==> src/rtl/des_key_sched_seq.sv <==
// -----------------------------------------------------------------------------
// des_key_sched_seq
//   Sequential DES key schedule. The block accepts one 64-bit key per
//   valid/ready handshake and then streams the 16 round keys over a
//   valid/ready output, LANES round keys per beat. Decrypt order (K16..K1)
//   comes from rotating C/D right in place, so no 16-entry key store is kept.
//   Optionally flags DES odd-parity violations in the key bytes.
//
// Parameters
//   LANES        round keys per output beat (1, 2, 4, 8 or 16)
//   PARITY_CHECK 1 = par_err reports even-parity key bytes, 0 = par_err is 0
//
// Ports
//   clk        clock, all state changes on the rising edge
//   rst        synchronous active-high reset
//   in_valid   key_in/decrypt are valid
//   in_ready   block can take a key (high only while idle)
//   key_in     DES key, bit 63 = DES bit 1, bits 56,48,..,0 are parity
//   decrypt    0 = K1..K16, 1 = K16..K1, sampled on accept
//   out_valid  out_keys holds a beat
//   out_ready  consumer takes the beat on out_valid & out_ready
//   out_keys   lane j at [48*j +: 48], lane 0 is first in emission order
//   out_idx    0-based round number of lane 0
//   out_last   beat carries the final key of the sequence
//   par_err    registered on accept, held until the next accept
// -----------------------------------------------------------------------------
module des_key_sched_seq #(
  parameter int LANES        = 1,
  parameter int PARITY_CHECK = 1
) (
  input  logic                clk,
  input  logic                rst,
  input  logic                in_valid,
  output logic                in_ready,
  input  logic [63:0]         key_in,
  input  logic                decrypt,
  output logic                out_valid,
  input  logic                out_ready,
  output logic [48*LANES-1:0] out_keys,
  output logic [3:0]          out_idx,
  output logic                out_last,
  output logic                par_err
);

  localparam int         NBEATS    = 16 / LANES;
  localparam logic [3:0] STEP      = 4'(LANES % 16);
  localparam logic [3:0] LAST_BEAT = 4'(NBEATS - 1);

  // Tables use DES 1-based bit numbers (bit 1 = MSB).
  localparam int PC1_TBL [56] = '{
    57, 49, 41, 33, 25, 17,  9,  1, 58, 50, 42, 34, 26, 18,
    10,  2, 59, 51, 43, 35, 27, 19, 11,  3, 60, 52, 44, 36,
    63, 55, 47, 39, 31, 23, 15,  7, 62, 54, 46, 38, 30, 22,
    14,  6, 61, 53, 45, 37, 29, 21, 13,  5, 28, 20, 12,  4};

  localparam int PC2_TBL [48] = '{
    14, 17, 11, 24,  1,  5,  3, 28, 15,  6, 21, 10,
    23, 19, 12,  4, 26,  8, 16,  7, 27, 20, 13,  2,
    41, 52, 31, 37, 47, 55, 30, 40, 51, 45, 33, 48,
    44, 49, 39, 56, 34, 53, 46, 42, 50, 36, 29, 32};

  typedef enum logic {S_IDLE, S_RUN} state_e;

  function automatic logic [55:0] pc1(input logic [63:0] k);
    logic [55:0] res;
    for (int i = 0; i < 56; i++) res[6'(55 - i)] = k[6'(64 - PC1_TBL[6'(i)])];
    return res;
  endfunction

  function automatic logic [47:0] pc2(input logic [55:0] cd);
    logic [47:0] res;
    for (int i = 0; i < 48; i++) res[6'(47 - i)] = cd[6'(56 - PC2_TBL[6'(i)])];
    return res;
  endfunction

  // Rounds 1, 2, 9 and 16 (0-based 0, 1, 8, 15) shift by one, the rest by two.
  function automatic logic shift_one(input logic [3:0] r);
    return (r == 4'd0) || (r == 4'd1) || (r == 4'd8) || (r == 4'd15);
  endfunction

  function automatic logic [27:0] rol28(input logic [27:0] x, input logic one);
    return one ? {x[26:0], x[27]} : {x[25:0], x[27:26]};
  endfunction

  function automatic logic [27:0] ror28(input logic [27:0] x, input logic one);
    return one ? {x[0], x[27:1]} : {x[1:0], x[27:2]};
  endfunction

  state_e                state_q, state_d;
  logic [27:0]           c_half_q, c_half_d, d_half_q, d_half_d;
  logic [48*LANES-1:0]   out_keys_q, out_keys_d;
  logic [3:0]            out_idx_q, out_idx_d;
  logic                  out_last_q, out_last_d;
  logic                  out_valid_q, out_valid_d;
  logic                  dec_q, dec_d;
  logic                  par_err_q, par_err_d;
  logic [3:0]            beat_q, beat_d;

  logic [55:0]           key_pc1;
  logic                  par_bad;
  logic [27:0]           src_c, src_d, gen_c, gen_d;
  logic [3:0]            src_idx;
  logic                  src_dec;
  logic [48*LANES-1:0]   gen_keys;

  assign key_pc1 = pc1(key_in);

  // A byte with even parity violates DES odd parity.
  always_comb begin
    // NOTE: every variable driven here gets a default first, so no path can
    // leave it unassigned and infer a latch.
    par_bad = 1'b0;
    for (int b = 0; b < 8; b++) begin
      if (~^key_in[8*b +: 8]) par_bad = 1'b1;
    end
    if (PARITY_CHECK == 0) par_bad = 1'b0;
  end

  // Source of the lane chain: a fresh key while idle, the stored C/D when
  // advancing to the next beat.
  always_comb begin
    if (state_q == S_IDLE) begin
      src_c   = key_pc1[55:28];
      src_d   = key_pc1[27:0];
      src_dec = decrypt;
      src_idx = decrypt ? 4'd15 : 4'd0;
    end else begin
      src_c   = c_half_q;
      src_d   = d_half_q;
      src_dec = dec_q;
      src_idx = dec_q ? out_idx_q - STEP : out_idx_q + STEP;
    end
  end

  // Encrypt rotates left before PC2 (key r uses C_r+1); decrypt applies PC2
  // first and then undoes that round's shift, walking C16 = C0 backwards.
  always_comb begin : lane_chain
    logic [3:0] rnd;
    logic       one;
    gen_c    = src_c;
    gen_d    = src_d;
    gen_keys = '0;
    rnd      = '0;
    one      = 1'b0;
    for (int j = 0; j < LANES; j++) begin
      rnd = src_dec ? src_idx - 4'(j) : src_idx + 4'(j);
      one = shift_one(rnd);
      if (!src_dec) begin
        gen_c = rol28(gen_c, one);
        gen_d = rol28(gen_d, one);
      end
      gen_keys[48*j +: 48] = pc2({gen_c, gen_d});
      if (src_dec) begin
        gen_c = ror28(gen_c, one);
        gen_d = ror28(gen_d, one);
      end
    end
  end

  always_comb begin
    state_d     = state_q;
    c_half_d    = c_half_q;
    d_half_d    = d_half_q;
    out_keys_d  = out_keys_q;
    out_idx_d   = out_idx_q;
    out_last_d  = out_last_q;
    out_valid_d = out_valid_q;
    dec_d       = dec_q;
    par_err_d   = par_err_q;
    beat_d      = beat_q;
    in_ready    = 1'b0;
    unique case (state_q)
      S_IDLE: begin
        in_ready = 1'b1;
        if (in_valid) begin
          state_d     = S_RUN;
          c_half_d    = gen_c;
          d_half_d    = gen_d;
          out_keys_d  = gen_keys;
          out_idx_d   = src_idx;
          out_last_d  = (NBEATS == 1);
          out_valid_d = 1'b1;
          dec_d       = decrypt;
          par_err_d   = par_bad;
          beat_d      = 4'd0;
        end
      end
      S_RUN: begin
        if (out_valid_q && out_ready) begin
          if (out_last_q) begin
            state_d     = S_IDLE;
            out_valid_d = 1'b0;
            out_last_d  = 1'b0;
          end else begin
            c_half_d   = gen_c;
            d_half_d   = gen_d;
            out_keys_d = gen_keys;
            out_idx_d  = src_idx;
            beat_d     = beat_q + 4'd1;
            out_last_d = (beat_q + 4'd1 == LAST_BEAT);
          end
        end
      end
      default: state_d = S_IDLE;
    endcase
  end

  always_ff @(posedge clk) begin
    // NOTE: state registers use non-blocking assignments so every flop
    // samples its pre-edge inputs regardless of statement order.
    if (rst) begin
      state_q     <= S_IDLE;
      c_half_q    <= '0;
      d_half_q    <= '0;
      out_keys_q  <= '0;
      out_idx_q   <= '0;
      out_last_q  <= 1'b0;
      out_valid_q <= 1'b0;
      dec_q       <= 1'b0;
      par_err_q   <= 1'b0;
      beat_q      <= '0;
    end else begin
      state_q     <= state_d;
      c_half_q    <= c_half_d;
      d_half_q    <= d_half_d;
      out_keys_q  <= out_keys_d;
      out_idx_q   <= out_idx_d;
      out_last_q  <= out_last_d;
      out_valid_q <= out_valid_d;
      dec_q       <= dec_d;
      par_err_q   <= par_err_d;
      beat_q      <= beat_d;
    end
  end

  assign out_valid = out_valid_q;
  assign out_keys  = out_keys_q;
  assign out_idx   = out_idx_q;
  assign out_last  = out_last_q;
  assign par_err   = par_err_q;

endmodule
==> config.mk <==
export PLATFORM = sky130hd
export DESIGN_NAME = des_key_sched_seq
export DESIGN_NICKNAME = d
export VERILOG_FILES = /design/src/rtl/des_key_sched_seq.sv
export SDC_FILE = /design/constraint.sdc
export NUM_CORES = 1
export LEC_CHECK = 0
export CORE_MARGIN = 5
export CORE_UTILIZATION = 50
export DETAILED_ROUTE_END_ITERATION = 6
export DONT_BUFFER_PORTS = 1
export GPL_ROUTABILITY_DRIVEN = 0
export GPL_TIMING_DRIVEN = 0
export RECOVER_POWER = 25
export SLEW_MARGIN = 20
export SYNTH_ARGS = -nofsm -noshare
export SYNTH_HDL_FRONTEND = slang
export SYNTH_SLANG_ARGS = --single-unit
==> constraint.sdc <==
create_clock -name clk -period 6.1 [get_ports clk]
set_input_delay 0.915 -clock clk [delete_from_list [all_inputs] [get_ports clk]]
set_output_delay 0.915 -clock clk [all_outputs]
set_load 0.005 [all_outputs]
==> out/metrics.csv, run 1 <==
metric,value,unit
largest net degree at the start of global routing,14,
crit end category,flop,
worst endpoint data arrival time,4.92,ns
Clock Latency Late Sink,0.36,ns
CTS sink cnt,79,
post-synthesis mux area share,2.775,%
Synth async-reset ratio,0,%
Placement Setup Slack,1.710,ns
drt total wl,24220,um
Vias,7252,
reg-to-reg setup timing slack,1.41,ns
Rows,41,
via/cell ratio,6.696,
count of cell types in the netlist,71,
peak supply drop,0.1409,mV
nets,980,
"antenna viol nets, final",0,
DR DRC count,0,
Final Cell Area,7033,um2
fin crit share,76.85,%
Num CTS Buffers,9,
DR WL/cell,22.37,um
hpwl dp,17730,um
Core ar.,12570,um2
Clk network pwr share,28.2,%
Internal Power,1099,uW
critical path startpoint category,flop,
hold_buf cts,0,
compound-cell area share of the yosys netlist,34.90,%
postcts setup bufs,0,
Synth Instances,858,
setup violators final,0,
root buffer cell,clkbuf_16,
WP data required,6.33,ns
Initial Utilization,50.95,%
Reg2Reg Depth,13,
share of cells above drive strength 1,10.54,%
Clock Path Buffers,2,
slew margin rel.,34.79,%
Placement Cell Area,6758,um2
worst hold path type,reg2reg,
most frequent cells in the layout,"o21ai_0, nand3_1, dfxtp_1",
Post-Synth Adder-Cell Area,1.094,%
Sequential Power Share,34.1,%
Synth Area in XOR/XNOR,9.340,%
initial antenna violation count,0,
GRT Residual Overflow,0,
Post-CTS Resized,0,
largest family of logic cells by synthesized area,compound AO/OA/AOI/OAI gates,
clock skew,0.009666,ns
Post-Synth Simple-Gate Area,16.24,%
count of flip-flops with a built-in enable after synthesis,0,
Area Overhead vs Synth,9.828,%
I/O Pins,125,
CTS tree,yes,
die width,123.2,um
R2R Path Start,dec_q,
Yosys reg bits,79,
Psw,785.0,uW
first-pass GRT wire length,37050,um
crit-path cells,"buf_2, inv_1, clkbuf_1, clkbuf_1, fa_1, buf_1, nor2_1, nand2_1, o21ai_1, clkbuf_1, o21ai_0, a31oi_1, a21oi_1",
Finished Core Util,55.96,%
RSZ-0062 raised after global routing,false,
crit path time final,4.688,ns
Fin. Hold Viols,0,
leakage,0.002381,uW
syn_area_per_cell,7.463,um2
first-pass iteration count of the detailed router,6,
Setup TNS,0,ns
"Top cell by count, worst path",clkbuf_1,
Final Max Tran Viols,0,
critical path's largest stage delay,0.74,ns
Hold EP,beat_q[3],
fmax,213.3,MHz
status,"finished, final reports clean",
number of global-route vias before repair,6763,
post-route setup slack,1.412,ns
IO buf count,0,
Worst-path clk slew,0.06,ns
critical path peak fanout,10,
die area,15170,um2
WHS Path Cells,2,
Critical R2R Capture,d_half_q[23],
initial drt markers,1054,
Die Y-Extent,123.2,um
Syn. warnings,0,
CTS H-tree lvls,3,
Tot GR Track Use,31.46,%
ant diodes,0,
slew at the pin with the worst max-slew slack,0.9746,ns
sequential share of the synthesized area,24.70,%
"commonest non-fill, non-tap cell in the layout",o21ai_0,
area of the mapped netlist,6404,um2
Power Dens Cells,267.9,nW/um2
# Max-Cap Violations,0,
"Max stage delay cell, worst path",o21ai_1,
combinational share of power,37.8,%
Post-synth top flop,dfxtp_1,
CP Class,reg2reg,
switching share of power,41.66,%
critical hold path startpoint,beat_q[3],
Final Hold Slack,0.4717,ns
-- sequential cells by signal, summed over array words and instances, names as in the netlist --
register	cells
out_keys	10
par_err	1
out_idx	4
dec_q	1
state_q	1
out_last	1
c_half_q	28
out_valid	1
d_half_q	28
beat_q	4
-- cell families (layout without fill, tap and decap cells) --
group / after synthesis / count (layout)
flip-flops: 79 / 79
XOR/XNOR: 64 / 64
multiplexers: 16 / 16
AND/OR/NAND/NOR: 223 / 223
other: 1 / 38
adder cells (fa/ha/maj): 5 / 5
AO/OA/AOI/OAI: 330 / 330
buffers and inverters: 140 / 156
-- through the flow --
step	std cells	power [uW]
after detailed placement	1067	1333
final	1083	1884
after floorplan	895	1133
after CTS	1083	1857
after global placement	1067	1322
after global routing	1083	1968
-- critical path, delay by kind of cell (launching register included) --
kind                       cells  cell delay (ns)
AOI/OAI and AO/OA              4             1.37
adders and majority gates      1             0.62
buffers and inverters          6             1.96
DFF                            1             0.32
and+or+nand+nor                2             0.32
-- synth_stat cells (3+ instances only) --
master,instances,share of area (%)
ha_1,4,0.78
a221oi_1,3,0.41
a21o_1,13,1.5
clkbuf_1,54,3.2
o21ai_0,84,6.6
nor4_1,5,0.49
nor3_1,11,0.86
or2_2,6,0.59
a2111oi_0,14,1.9
a2111o_1,3,0.53
o221a_1,9,1.6
a211oi_1,26,3.0
xor2_2,3,0.76
a21oi_1,78,6.1
nand3_1,82,6.4
o31ai_1,3,0.35
dfxtp_1,79,25
o21ai_1,5,0.39
inv_1,27,1.6
a41oi_1,9,1.2
a311oi_1,17,2.3
a21oi_2,4,0.55
nand2_1,43,2.5
mux2i_1,11,1.7
buf_1,5,0.29
o311a_1,3,0.47
buf_2,9,0.70
xnor2_1,56,7.7
o211ai_1,7,0.82
o221a_2,6,1.1
nor2_1,54,3.2
xor2_1,3,0.41
a31oi_1,20,2.0
and3_1,12,1.2
buf_4,41,4.8
-- worst max path at each step --
stage / slack (ns) / to / cells after the start / startpoint
floorplan: 2.82 / out_keys[16] / 12 / dec_q
global placement: 1.67 / out_keys[21] / 13 / dec_q
detailed placement: 1.71 / d_half_q[23] / 13 / dec_q
CTS: 1.67 / d_half_q[23] / 13 / dec_q
global route: 1.14 / d_half_q[23] / 13 / dec_q
finish: 1.41 / d_half_q[23] / 13 / dec_q
-- per-layer routing --
metal	track usage, %	share of wire [%]	vias up
li1	-	-	3222
met1	40.71	39	3373
met2	49.17	45	549
met3	6.038	10	108
met4	17.44	5.1	0
met5	0	0	-
-- power by group through the flow --
stage                     clock, uW  sequential, uW  combinational, uW
final                           531             642                712
after global routing            556             647                766
after CTS                       531             638                687
after detailed placement          0             650                683
after global placement            0             648                674
after floorplan                   0             623                510
-- final cells by class --
type | instances | area, um2
Buffer | 110 | 585.6
Clock buffer | 12 | 246.5
Clock inverter | 4 | 28.78
Fill cell | 1227 | 5535
Inverter | 30 | 112.6
Multi-Input combinational cell | 676 | 4263
Sequential cell | 79 | 1582
Tap cell | 172 | 215.2
No activity file was read; power rests on OpenSTA's default activity.
==> run 2, diff against run 1 <==
- PLACE_DENSITY: not set -> 0.68
- clock period: 6.1 -> 4.2 ns (I/O delays scaled with it)
==> run 2 against run 1 <==
  * Register-to-register slack worse by 1.1 ns
  * Via count is 2.3% lower
  * Final cell count hardly changed
  * First-iteration DRC count up 6.8%
  * Largest power group unchanged
==> out/metrics.csv, run 2 (synthesized netlist as in run 1, its figures left out) <==
metric,value,unit,change
"Cell Count, Final, Fillers Out",1084,,was 1083
Worst path depth,11,,was 13
"Max stage delay cell, worst path",fa_1,,was o21ai_1
Final Cell Area,7149,um2,was 7033 um2
most frequent cells in the layout,"o21ai_0, nand3_1, dfxtp_1",,unchanged
Die Y-Extent,123.2,um,unchanged
Rows,41,,unchanged
die width,123.2,um,unchanged
Fin. Hold Viols,0,,unchanged
"antenna viol nets, final",0,,unchanged
RSZ-0062 raised after global routing,false,,unchanged
CP Class,reg2reg,,unchanged
Num CTS Buffers,9,,unchanged
die area,15170,um2,unchanged
drt total wl,23370,um,was 24220 um
Clock Path Buffers,2,,unchanged
Reg2Reg Depth,11,,was 13
WP data required,4.39,ns,was 6.33 ns
nets,982,,was 980
IO buf count,0,,unchanged
Clock Latency Late Sink,0.36,ns,about the same
ant diodes,0,,unchanged
root buffer cell,clkbuf_16,,unchanged
largest net degree at the start of global routing,13,,was 14
setup violators final,0,,unchanged
crit-path cells,"buf_2, inv_1, clkbuf_2, fa_1, xor2_2, nand2_1, a21oi_1, clkbuf_1, nor3_1, a31oi_1, a41oi_1",,"was buf_2, inv_1, clkbuf_1, clkbuf_1, fa_1, buf_1, nor2_1, nand2_1, o21ai_1, clkbuf_1, o21ai_0, a31oi_1, a21oi_1"
reg-to-reg setup timing slack,0.27,ns,was 1.41 ns
Final Max Tran Viols,0,,unchanged
Area Overhead vs Synth,11.65,%,was 9.828%
via/cell ratio,6.539,,was 6.696
Power Dens Cells,396.5,nW/um2,was 267.9 nW/um2
Core ar.,12570,um2,unchanged
clock skew,0.009031,ns,was 0.009666 ns
CTS tree,yes,,unchanged
Fillers,1250,,was 1227
Vias,7088,,was 7252
hold_buf cts,0,,unchanged
Inst Count DP,1067,,unchanged
"commonest non-fill, non-tap cell in the layout",o21ai_0,,unchanged
DR DRC count,0,,unchanged
number of global-route vias before repair,6595,,was 6763
initial drt markers,1126,,was 1054
initial antenna violation count,0,,unchanged
Initial Utilization,50.95,%,unchanged
fmax,254.5,MHz,was 213.3 MHz
crit path time final,3.929,ns,was 4.688 ns
DR WL/cell,21.56,um,was 22.37 um
cell family with most CP delay,buffers and inverters,,unchanged
CTS sink cnt,79,,unchanged
slew margin rel.,30.91,%,was 34.79%
CTS H-tree lvls,3,,unchanged
share of cells above drive strength 1,11.62,%,was 10.54%
I/O Pins,125,,unchanged
first-pass iteration count of the detailed router,7,,was 6
Placement Cell Area,6758,um2,unchanged
GRT Residual Overflow,0,,unchanged
worst hold path type,in2reg,,was reg2reg
critical path startpoint category,flop,,unchanged
# Max-Cap Violations,0,,unchanged
Tot GR Track Use,30.68,%,was 31.46%
WHS Path Cells,2,,unchanged
CP bufs+invs,4,,was 6
Worst-path clk slew,0.06,ns,about the same
fin crit share,93.56,%,was 76.85%
status,"finished, final reports clean",,unchanged
first-pass GRT wire length,36170,um,was 37050 um
worst endpoint data arrival time,4.12,ns,was 4.92 ns
peak supply drop,0.2665,mV,was 0.1409 mV
leakage,0.002433,uW,was 0.002381 uW
hpwl dp,16620,um,was 17730 um
slew at the pin with the worst max-slew slack,1.033,ns,was 0.9746 ns
crit end category,flop,,unchanged
critical path peak fanout,11,,was 10
critical path's largest stage delay,0.55,ns,was 0.74 ns
-- run 2: cell count changes in the layout (fill, tap and decap cells not counted), sizes merged --
cell	change
clkbuf	+1
inv	-1
bufinv	+1
clkinvlp	-1
clkinv	-1
buf	+2
-- run 2: layout make-up --
cell class	instances	area [um2]	share of cell area (%)
buffer	109	585.6	8.190
clock buffer	13	280.3	3.920
clock inverter	2	37.54	0.5250
inverter	30	112.6	1.575
multi-input combinational	676	4314	60.34
sequential	79	1582	22.12
tap	172	215.2	3.010
timing repair buffer	3	22.52	0.3150
-- run 2: final timing paths --
path / from / end
worst max-delay path: dec_q / d_half_q[2]
worst min-delay path: decrypt / dec_q
worst max register to register: dec_q / d_half_q[2]
worst min register to register: beat_q[3] / beat_q[3]
-- run 2: power by group --
group | total [uW] | switching (uW) | internal (uW)
Clock | 856 | 333 | 523
Sequential | 932 | 105 | 827
Combinational | 1050 | 682 | 365
-- run 2: per-stage QoR --
step / hold WS (ns) / util, % / setup TNS, ns / total power (uW) / worst slack (ns)
4_1_cts: 0.4077 / 56.43 / 0 / 2775 / 0.1123
6_report: 0.4120 / 56.88 / 0 / 2834 / 0.2706
3_5_place_dp: 0.4631 / 53.77 / -2.255 / 1922 / -0.2398
3_3_place_gp: 0.4562 / 53.77 / -2.106 / 1917 / -0.2809
5_1_grt: 0.4315 / 56.88 / 0 / 2952 / 0.06266
2_1_floorplan: 0.4488 / - / 0 / 1645 / 0.9173
-- run 2: repair_timing --
action	CTS	global route
setup endpoints to repair	27	42
cloned	0	0
gates resized for setup	3	11
setup buffers	0	3
pin swaps	0	2
-- run 2: worst register-to-register path, cell delays in order, from the launching register on --
cell	delay [ns]
dfxtp_1	0.35
buf_2	0.21
inv_1	0.22
clkbuf_2	0.30
fa_1	0.55
xor2_2	0.46
nand2_1	0.27
a21oi_1	0.50
clkbuf_1	0.44
nor3_1	0.13
a31oi_1	0.18
a41oi_1	0.15
-- run 2: metal layers --
metal  part of all wire [%]  global-route usage, %
met1                     39                  39.84
met5                      0                      0
met4                    5.0                  17.44
met3                     11                  6.953
met2                     45                  46.82
==> run 3, diff against run 2 <==
- CORE_UTILIZATION: 50 -> 38
- PLACE_DENSITY: 0.68 -> not set
==> run 3 against run 2 <==
  * Sequential power hardly changed
  * Combinational power hardly changed
  * First-iteration DRC count is 23% lower
  * Worst setup slack worse by 0.16 ns
  * Cell area is 0.65% higher
  * Core utilization is 13 points lower
  * Clock skew is 0.0029 ns higher
  * Global-route usage is 7.1 points lower
  * Final cell count is 4.2% higher
==> out/metrics.csv, run 3 (synthesized netlist as in run 1, its figures left out) <==
metric,value,unit,change
RSZ-0062 raised after global routing,false,,unchanged
"commonest non-fill, non-tap cell in the layout",o21ai_0,,unchanged
Core ar.,16580,um2,was 12570 um2
crit end category,flop,,unchanged
Highest Signal Layer,met4,,unchanged
CTS H-tree lvls,3,,unchanged
Die Y-Extent,139.8,um,was 123.2 um
slew at the pin with the worst max-slew slack,1.082,ns,was 1.033 ns
# Max-Cap Violations,0,,unchanged
CTS tree,yes,,unchanged
leakage,0.002438,uW,was 0.002433 uW
ant diodes,0,,unchanged
Area Overhead vs Synth,12.37,%,was 11.65%
WL met1,9580,um,was 9060 um
Worst-path clk slew,0.07,ns,was 0.06 ns
Fillers,1784,,was 1250
setup violators final,0,,unchanged
I/O Pins,125,,unchanged
Fin. Hold Viols,0,,unchanged
CTS sink cnt,79,,unchanged
Clock Latency Late Sink,0.37,ns,was 0.36 ns
root buffer cell,clkbuf_16,,unchanged
worst endpoint data arrival time,4.39,ns,was 4.12 ns
share of cells above drive strength 1,11.43,%,was 11.62%
slew margin rel.,27.58,%,was 30.91%
fin crit share,97.25,%,was 93.56%
via/cell ratio,6.260,,was 6.539
crit path time final,4.085,ns,was 3.929 ns
FF+latch area,1582,um2,unchanged
Rows,47,,was 41
Final Hold Slack,0.4030,ns,was 0.4120 ns
most frequent cells in the layout,"o21ai_0, nand3_1, dfxtp_1",,unchanged
first-pass GRT wire length,36850,um,was 36170 um
Power Dens Cells,407.7,nW/um2,was 396.5 nW/um2
critical path peak fanout,11,,unchanged
largest net degree at the start of global routing,16,,was 13
WP data required,4.50,ns,was 4.39 ns
critical path startpoint category,flop,,unchanged
GRT Residual Overflow,0,,unchanged
die area,19550,um2,was 15170 um2
DR DRC count,0,,unchanged
post-route setup slack,0.1154,ns,was 0.2706 ns
first-pass iteration count of the detailed router,6,,was 7
fmax,244.8,MHz,was 254.5 MHz
Num CTS Buffers,9,,unchanged
clock skew,0.01189,ns,was 0.009031 ns
Clock Path Buffers,2,,unchanged
CP Class,reg2reg,,unchanged
Initial Utilization,38.61,%,was 50.95%
Vias,7074,,was 7088
worst hold path type,in2reg,,unchanged
DR WL met3,2519,um,was 2677 um
Setup TNS,0,ns,unchanged
"antenna viol nets, final",0,,unchanged
routed wl met2,11140,um,was 10470 um
Tot GR Track Use,23.55,%,was 30.68%
Placement Setup Slack,-0.2984,ns,was -0.2398 ns
hold_buf cts,0,,unchanged
Final Max Tran Viols,0,,unchanged
die width,139.8,um,was 123.2 um
drt total wl,24190,um,was 23370 um
initial drt markers,869,,was 1126
Multi-input gate area,4289,um2,was 4314 um2
IO buf count,0,,unchanged
peak supply drop,0.2750,mV,was 0.2665 mV
initial antenna violation count,0,,unchanged
number of global-route vias before repair,6517,,was 6595
nets,979,,was 982
postcts setup bufs,0,,unchanged
status,"finished, final reports clean",,unchanged
Finished Core Util,43.39,%,was 56.88%
hpwl dp,17410,um,was 16620 um
DR WL/cell,21.41,um,was 21.56 um
run 3: report_power, final:
group | switching [uW] | internal, uW | leakage [uW]
Sequential | 106 | 826 | 0.000650
Combinational | 675 | 357 | 0.00162
Clock | 379 | 590 | 0.000171
run 3: what timing repair did:
action                                 CTS  global route
endpoints found under the hold margin    0             0
gates resized for setup                  2             8
setup endpoints to repair               27            51
run 3: final timing paths:
kind / start / end / slack (ns) / depth (start not counted)
worst min register to register: beat_q[3] / beat_q[3] / 0.48 / 2
worst max register to register: dec_q / c_half_q[18] / 0.12 / 11
worst min-delay path: decrypt / dec_q / 0.40 / 2
worst max-delay path: dec_q / c_half_q[18] / 0.12 / 11
run 3: routing by layer:
metal  global-route usage [%]  vias up
met4                    10.81        0
met5                        0        -
met2                    37.55      482
li1                         -     3224
met3                    4.871       82
met1                    30.59     3286
run 3: cell type report:
class	instances	share of cell area, %
Inverter	30	1.565
Sequential cell	79	21.98
Clock inverter	7	1.739
Multi-Input combinational cell	676	59.61
Clock buffer	9	3.130
Tap cell	220	3.825
Buffer	109	8.155
run 3: worst max-delay path, cell delays in order, from the launching register on:
cell,delay (ns)
dfxtp_1,0.36
buf_2,0.20
inv_1,0.22
clkbuf_2,0.31
fa_1,0.56
xnor2_4,0.38
nand2_1,0.21
o311ai_4,0.52
a21oi_2,0.23
buf_2,0.28
a2111oi_0,0.47
o221a_1,0.28
run 3: metrics by stage:
| stage | area [um2] | std cells | total power [uW] |
|---|---|---|---|
| global placement | 6818 | 1115 | 1929 |
| finish | 7196 | 1130 | 2934 |
| floorplan | 6543 | 895 | 1645 |
| CTS | 7173 | 1131 | 2890 |
| detailed placement | 6818 | 1115 | 1930 |
| global route | 7196 | 1130 | 3048 |
